--- src/rtl/alu_pkg.sv ---
// Shared ALU operation codes, main-decoder op classes and sequencer state encoding.
package alu_pkg;

  localparam int unsigned AluAdd = 0;
  localparam int unsigned AluSub = 1;
  localparam int unsigned AluAnd = 2;
  localparam int unsigned AluOr  = 3;
  localparam int unsigned AluSlt = 4;
  localparam int unsigned AluMul = 5;
  localparam int unsigned AluDiv = 6;

  localparam logic [1:0] AluOpRtype = 2'b00;
  localparam logic [1:0] AluOpSub   = 2'b01;
  localparam logic [1:0] AluOpSlt   = 2'b10;
  localparam logic [1:0] AluOpAdd   = 2'b11;

  typedef enum logic [1:0] {
    StIdle  = 2'd0,
    StMulti = 2'd1,
    StOut   = 2'd2
  } state_e;

endpackage

--- src/rtl/alu_decode.sv ---
// Combinational ALU control decode: op class plus funct field to operation code.
module alu_decode
  import alu_pkg::*;
#(
  parameter int unsigned FUNCT_W = 4,
  parameter int unsigned CTRL_W  = 3
) (
  input  logic [1:0]         i_alu_op,
  input  logic [FUNCT_W-1:0] i_funct,
  output logic [CTRL_W-1:0]  o_code,
  output logic               o_illegal,
  output logic               o_multi_cycle
);

  always_comb begin
    o_code        = '0;
    o_illegal     = 1'b0;
    o_multi_cycle = 1'b0;
    unique case (i_alu_op)
      AluOpAdd: o_code = CTRL_W'(AluAdd);
      AluOpSub: o_code = CTRL_W'(AluSub);
      AluOpSlt: o_code = CTRL_W'(AluSlt);
      AluOpRtype: begin
        // Defined R-type funct values map directly onto the operation code.
        if (i_funct <= FUNCT_W'(AluDiv)) begin
          o_code        = CTRL_W'(i_funct);
          o_multi_cycle = (i_funct == FUNCT_W'(AluMul)) || (i_funct == FUNCT_W'(AluDiv));
        end else begin
          o_illegal = 1'b1;
        end
      end
    endcase
  end

endmodule

--- src/rtl/alu_control_seq.sv ---
// ALU control sequencer: valid/ready handshake around the decoder, with a
// countdown stall for multi-cycle mul/div operations.
module alu_control_seq
  import alu_pkg::*;
#(
  parameter int unsigned FUNCT_W    = 4,
  parameter int unsigned CTRL_W     = 3,
  parameter int unsigned MD_LATENCY = 4
) (
  input  logic               clk,
  input  logic               reset,
  input  logic               in_valid,
  output logic               in_ready,
  input  logic [1:0]         alu_op,
  input  logic [FUNCT_W-1:0] funct,
  output logic               out_valid,
  input  logic               out_ready,
  output logic [CTRL_W-1:0]  alu_control,
  output logic               out_illegal,
  output logic               md_start,
  output logic               busy
);

  localparam int unsigned CntW = (MD_LATENCY > 1) ? $clog2(MD_LATENCY) : 1;
  localparam logic [CntW-1:0] CntLoad = CntW'(MD_LATENCY - 1);

  state_e            r_state, w_state_next;
  logic [CntW-1:0]   r_cnt, w_cnt_next;
  logic [CTRL_W-1:0] r_code;
  logic              r_illegal;

  logic [CTRL_W-1:0] w_code;
  logic              w_illegal;
  logic              w_multi;
  logic              w_accept;

  alu_decode #(
    .FUNCT_W (FUNCT_W),
    .CTRL_W  (CTRL_W)
  ) u_decode (
    .i_alu_op      (alu_op),
    .i_funct       (funct),
    .o_code        (w_code),
    .o_illegal     (w_illegal),
    .o_multi_cycle (w_multi)
  );

  assign in_ready    = (r_state == StIdle) || ((r_state == StOut) && out_ready);
  assign w_accept    = in_valid && in_ready;
  assign out_valid   = (r_state == StOut);
  assign busy        = (r_state == StMulti);
  // The load value is only present on the first MULTI cycle since it is never reloaded there.
  assign md_start    = (r_state == StMulti) && (r_cnt == CntLoad);
  assign alu_control = r_code;
  assign out_illegal = r_illegal;

  always_comb begin
    w_state_next = r_state;
    w_cnt_next   = r_cnt;
    unique case (r_state)
      StIdle: ;
      StMulti: begin
        if (r_cnt == '0) begin
          w_state_next = StOut;
        end else begin
          w_cnt_next = r_cnt - 1'b1;
        end
      end
      StOut: begin
        if (out_ready) begin
          w_state_next = StIdle;
        end
      end
      default: w_state_next = StIdle;
    endcase
    // A new op may arrive from IDLE or overlap the draining OUT cycle.
    if (w_accept) begin
      if (w_multi) begin
        w_state_next = StMulti;
        w_cnt_next   = CntLoad;
      end else begin
        w_state_next = StOut;
      end
    end
  end

  always_ff @(posedge clk) begin
    if (reset) begin
      r_state   <= StIdle;
      r_cnt     <= '0;
      r_code    <= '0;
      r_illegal <= 1'b0;
    end else begin
      r_state <= w_state_next;
      r_cnt   <= w_cnt_next;
      if (w_accept) begin
        r_code    <= w_code;
        r_illegal <= w_illegal;
      end
    end
  end

endmodule

--- config.mk ---
export PLATFORM = sky130hd
export DESIGN_NAME = alu_control_seq
export DESIGN_NICKNAME = d
export VERILOG_FILES = /design/src/rtl/alu_pkg.sv /design/src/rtl/alu_decode.sv /design/src/rtl/alu_control_seq.sv
export SDC_FILE = /design/constraint.sdc
export NUM_CORES = 1
export LEC_CHECK = 0
export BUFFER_PORTS_ARGS = -buffer_cell sky130_fd_sc_hd__clkbuf_2
export CAP_MARGIN = 20
export CELL_PAD_IN_SITES_DETAIL_PLACEMENT = 1
export CELL_PAD_IN_SITES_GLOBAL_PLACEMENT = 1
export CORE_MARGIN = 4
export CORE_UTILIZATION = 31
export DETAILED_ROUTE_END_ITERATION = 8
export GPL_TIMING_DRIVEN = 0
export PLACE_DENSITY_LB_ADDON = 0.1
export SYNTH_ARGS = -nofsm -noshare
export SYNTH_HDL_FRONTEND = slang
export SYNTH_SLANG_ARGS = --single-unit
--- constraint.sdc ---
create_clock -name clk -period 1.64 [get_ports clk]
set_input_delay 0.164 -clock clk [delete_from_list [all_inputs] [get_ports clk]]
set_output_delay 0.164 -clock clk [all_outputs]
set_load 0.01 [all_outputs]
==> flow_summary.toml <==
[routing]
drc = 0
drtIter0Drc = 5
drt-total-wl_um = 1100
avgViaCountPerCell = 5.12
firstDrtPassIters = 4
wire_per_inst_um = 12.4
ant_nets = 0
vias = 456

[sta]
finalSetupTns_ps = 0
fmax_mhz = 675
worstMarginPinSlew_ps = 430
hold_violations = 0
layout_min_cycle_time_ps = 1480
fin_worst_skew_ps = 6.31
rsz0062_at_grt = "no"
slew_headroom_pct = 71.3
holdWs_ps = 257
finalCritPeriodShare_pct = 90.3
slew_violations = 0
setup_viol = 0

[clock_network]
htreeDepth = 1
cts_buffer_depth = 2
cts-resized-gates = 0
cts.sinks = 8
clk_latency_ps = 250
numCtsBuffers = 3
postCtsHoldBufs = 0
clk_pin_slew_ps = 60
cts_setup_buffers = 0
ctsRootBufferMaster = "clkbuf_4"
tritoncts = "done"

[setup_path]
cp_top_family = "simple AND/OR/NAND/NOR gates"
r2r-end = "r_state[1]"
ff2ff_setup_slack_ps = 160
cp-start-kind = "flop"
critPathBufInv = 0
end_kind = "flop"
crit_fanout = 9
crit_type = "reg2reg"
cp.arrival_ps = 1620
slowest_stage = "or4_4"
reg2regPathDepth = 4
required_ps = 1780
rr_startpoint = "r_state[1]"
critPathMaxStageDelay_ps = 540
crit_chain = "nand2b_2 > nand3b_4 > or4_4 > a32o_1"

[logic_synthesis]
ys_seq_elements = 8
netlist_area_sq_um = 443
async_reset_ff_share_pct = 0
synth_cell_types = 22
syn_avg_cell_area_sq_um = 8.05
yosys_warnings = 0
syn_inst = 55
synth_nets = 65
synthFlopType = "dfxtp_1"
ys_seq_area_share_pct = 36.2
synth_edf_count = 0

[grt]
grt_max_degree = 10
overflow = 0
grt_pass1_wl_um = 1950
track_usage_pct = 12.6
grt_pass1_vias = 439
grt_antenna_before_repair = 0

[hold_path]
min_delay_path_depth = 3
hp-class = "in2reg"
worstHoldEndpoint = "alu_control[1]"
hold_start = "alu_op[0]"

[die]
die_x_um = 45.8
io_pins = 18
core_area_sq_um = 1320
rows = 13
die_h_um = 45.8
start_util_pct = 33.6
die_area_sq_um = 2100

[final_layout]
postLayoutCellArea_sq_um = 564
synthToLayoutAreaGrowth_pct = 27.4
nFillCells = 174
final_util_pct = 42.8
drive_gt1_share_pct = 35.1
insertedDiodeCount = 0
nets = 86

[status]
outcome = "finished, final reports clean"

[place]
placed_area_sq_um = 542
dpl.hpwl_um = 875
port_buffers = 16
finalWeightedCongestion = 0.684

[pwr]
ir_worst_vdd_mv = 0.332
powerDensity_nw_per_um2 = 761
p_total_mw = 0.429
leakagePower_nw = 0.242

[flow_run]
drv_cap = 0
## cells in the mapped netlist, types with 2 or more instances
library cell,number,area share [%]
or4_1,2,3.4
a21oi_1,10,11
nand2_1,8,6.8
nor2b_1,3,4.2
nor2_1,2,1.7
inv_1,3,2.5
o21ai_0,3,3.4
dfxtp_1,8,36
or3_2,2,3.4
a31oi_1,2,2.8
## final cells by class
type | count | area [sq um] | area share (%)
multi-input combinational | 43 | 268 | 47.5
sequential | 8 | 160 | 28.4
buffer | 1 | 3.75 | 0.665
inverter | 3 | 11.3 | 2.00
tap | 15 | 18.8 | 3.33
clock buffer | 3 | 22.5 | 3.99
timing repair buffer | 16 | 80.1 | 14.2
## metal layers
| metal | part of all wire, % | vias up | track usage [%] |
|---|---|---|---|
| li1 | - | 237 | - |
| met1 | 43 | 204 | 16.0 |
| met2 | 50 | 15 | 20.6 |
| met3 | 7.2 | 0 | 3.56 |
| met4 | 0 | 0 | 3.41 |
| met5 | 0 | - | 0 |
## sequential cells by signal, indices dropped and copies added (netlist names)
| register | flops |
|---|---|
| r_cnt | 2 |
| out_illegal | 1 |
| r_state | 2 |
| alu_control | 3 |
## placed cells by master, fill, tap and decap left out, types with 2 or more instances in the layout
| cell | synthesis | routed |
|---|---|---|
| a21oi_1 | 10 | 10 |
| a31oi_1 | 2 | 2 |
| clkbuf_2 | 0 | 16 |
| clkbuf_4 | 0 | 3 |
| dfxtp_1 | 8 | 8 |
| inv_1 | 3 | 3 |
| nand2_1 | 8 | 8 |
| nor2_1 | 2 | 2 |
| nor2b_1 | 3 | 3 |
| o21ai_0 | 3 | 3 |
| or3_2 | 2 | 2 |
| or4_1 | 2 | 2 |
## worst max path at each step
stage	startpoint	end	slack, ps	depth (start not counted)
2_1_floorplan	r_state[1]	r_state[1]	260	4
3_3_place_gp	r_state[1]	r_state[1]	180	4
3_5_place_dp	r_state[1]	r_state[1]	150	4
4_1_cts	r_state[0]	md_start	130	3
5_1_grt	r_state[0]	md_start	50	3
6_report	r_state[1]	r_state[1]	160	4
## where the power goes
group / switching (mW) / leakage (nW) / internal, mW
clock: 0.0680 / 0.0138 / 0.0838
combinational: 0.0394 / 0.163 / 0.0317
sequential: 0.00564 / 0.0651 / 0.201
total: 0.113 / 0.242 / 0.316
## worst min-delay path: stages
cell and delay (ps):
clkbuf_2 130, or4_1 120, a21oi_1 50
## metrics by stage
| step | worst slack (ps) | cells |
|---|---|---|
| 2_1_floorplan | 263 | 55 |
| 3_3_place_gp | 178 | 86 |
| 3_5_place_dp | 151 | 86 |
| 4_1_cts | 132 | 89 |
| 5_1_grt | 51.7 | 89 |
| 6_report | 160 | 89 |
## cell families (layout without fill, tap and decap cells)
group | count (synthesis) | count (layout) | synth area share, %
flops | 8 | 8 | 36.2
compound gates | 18 | 18 | 24.3
xor+xnor | 1 | 1 | 1.98
simple gates | 24 | 24 | 34.2
buf+inv | 4 | 23 | 3.39
Power figures use the tool's default switching activity.
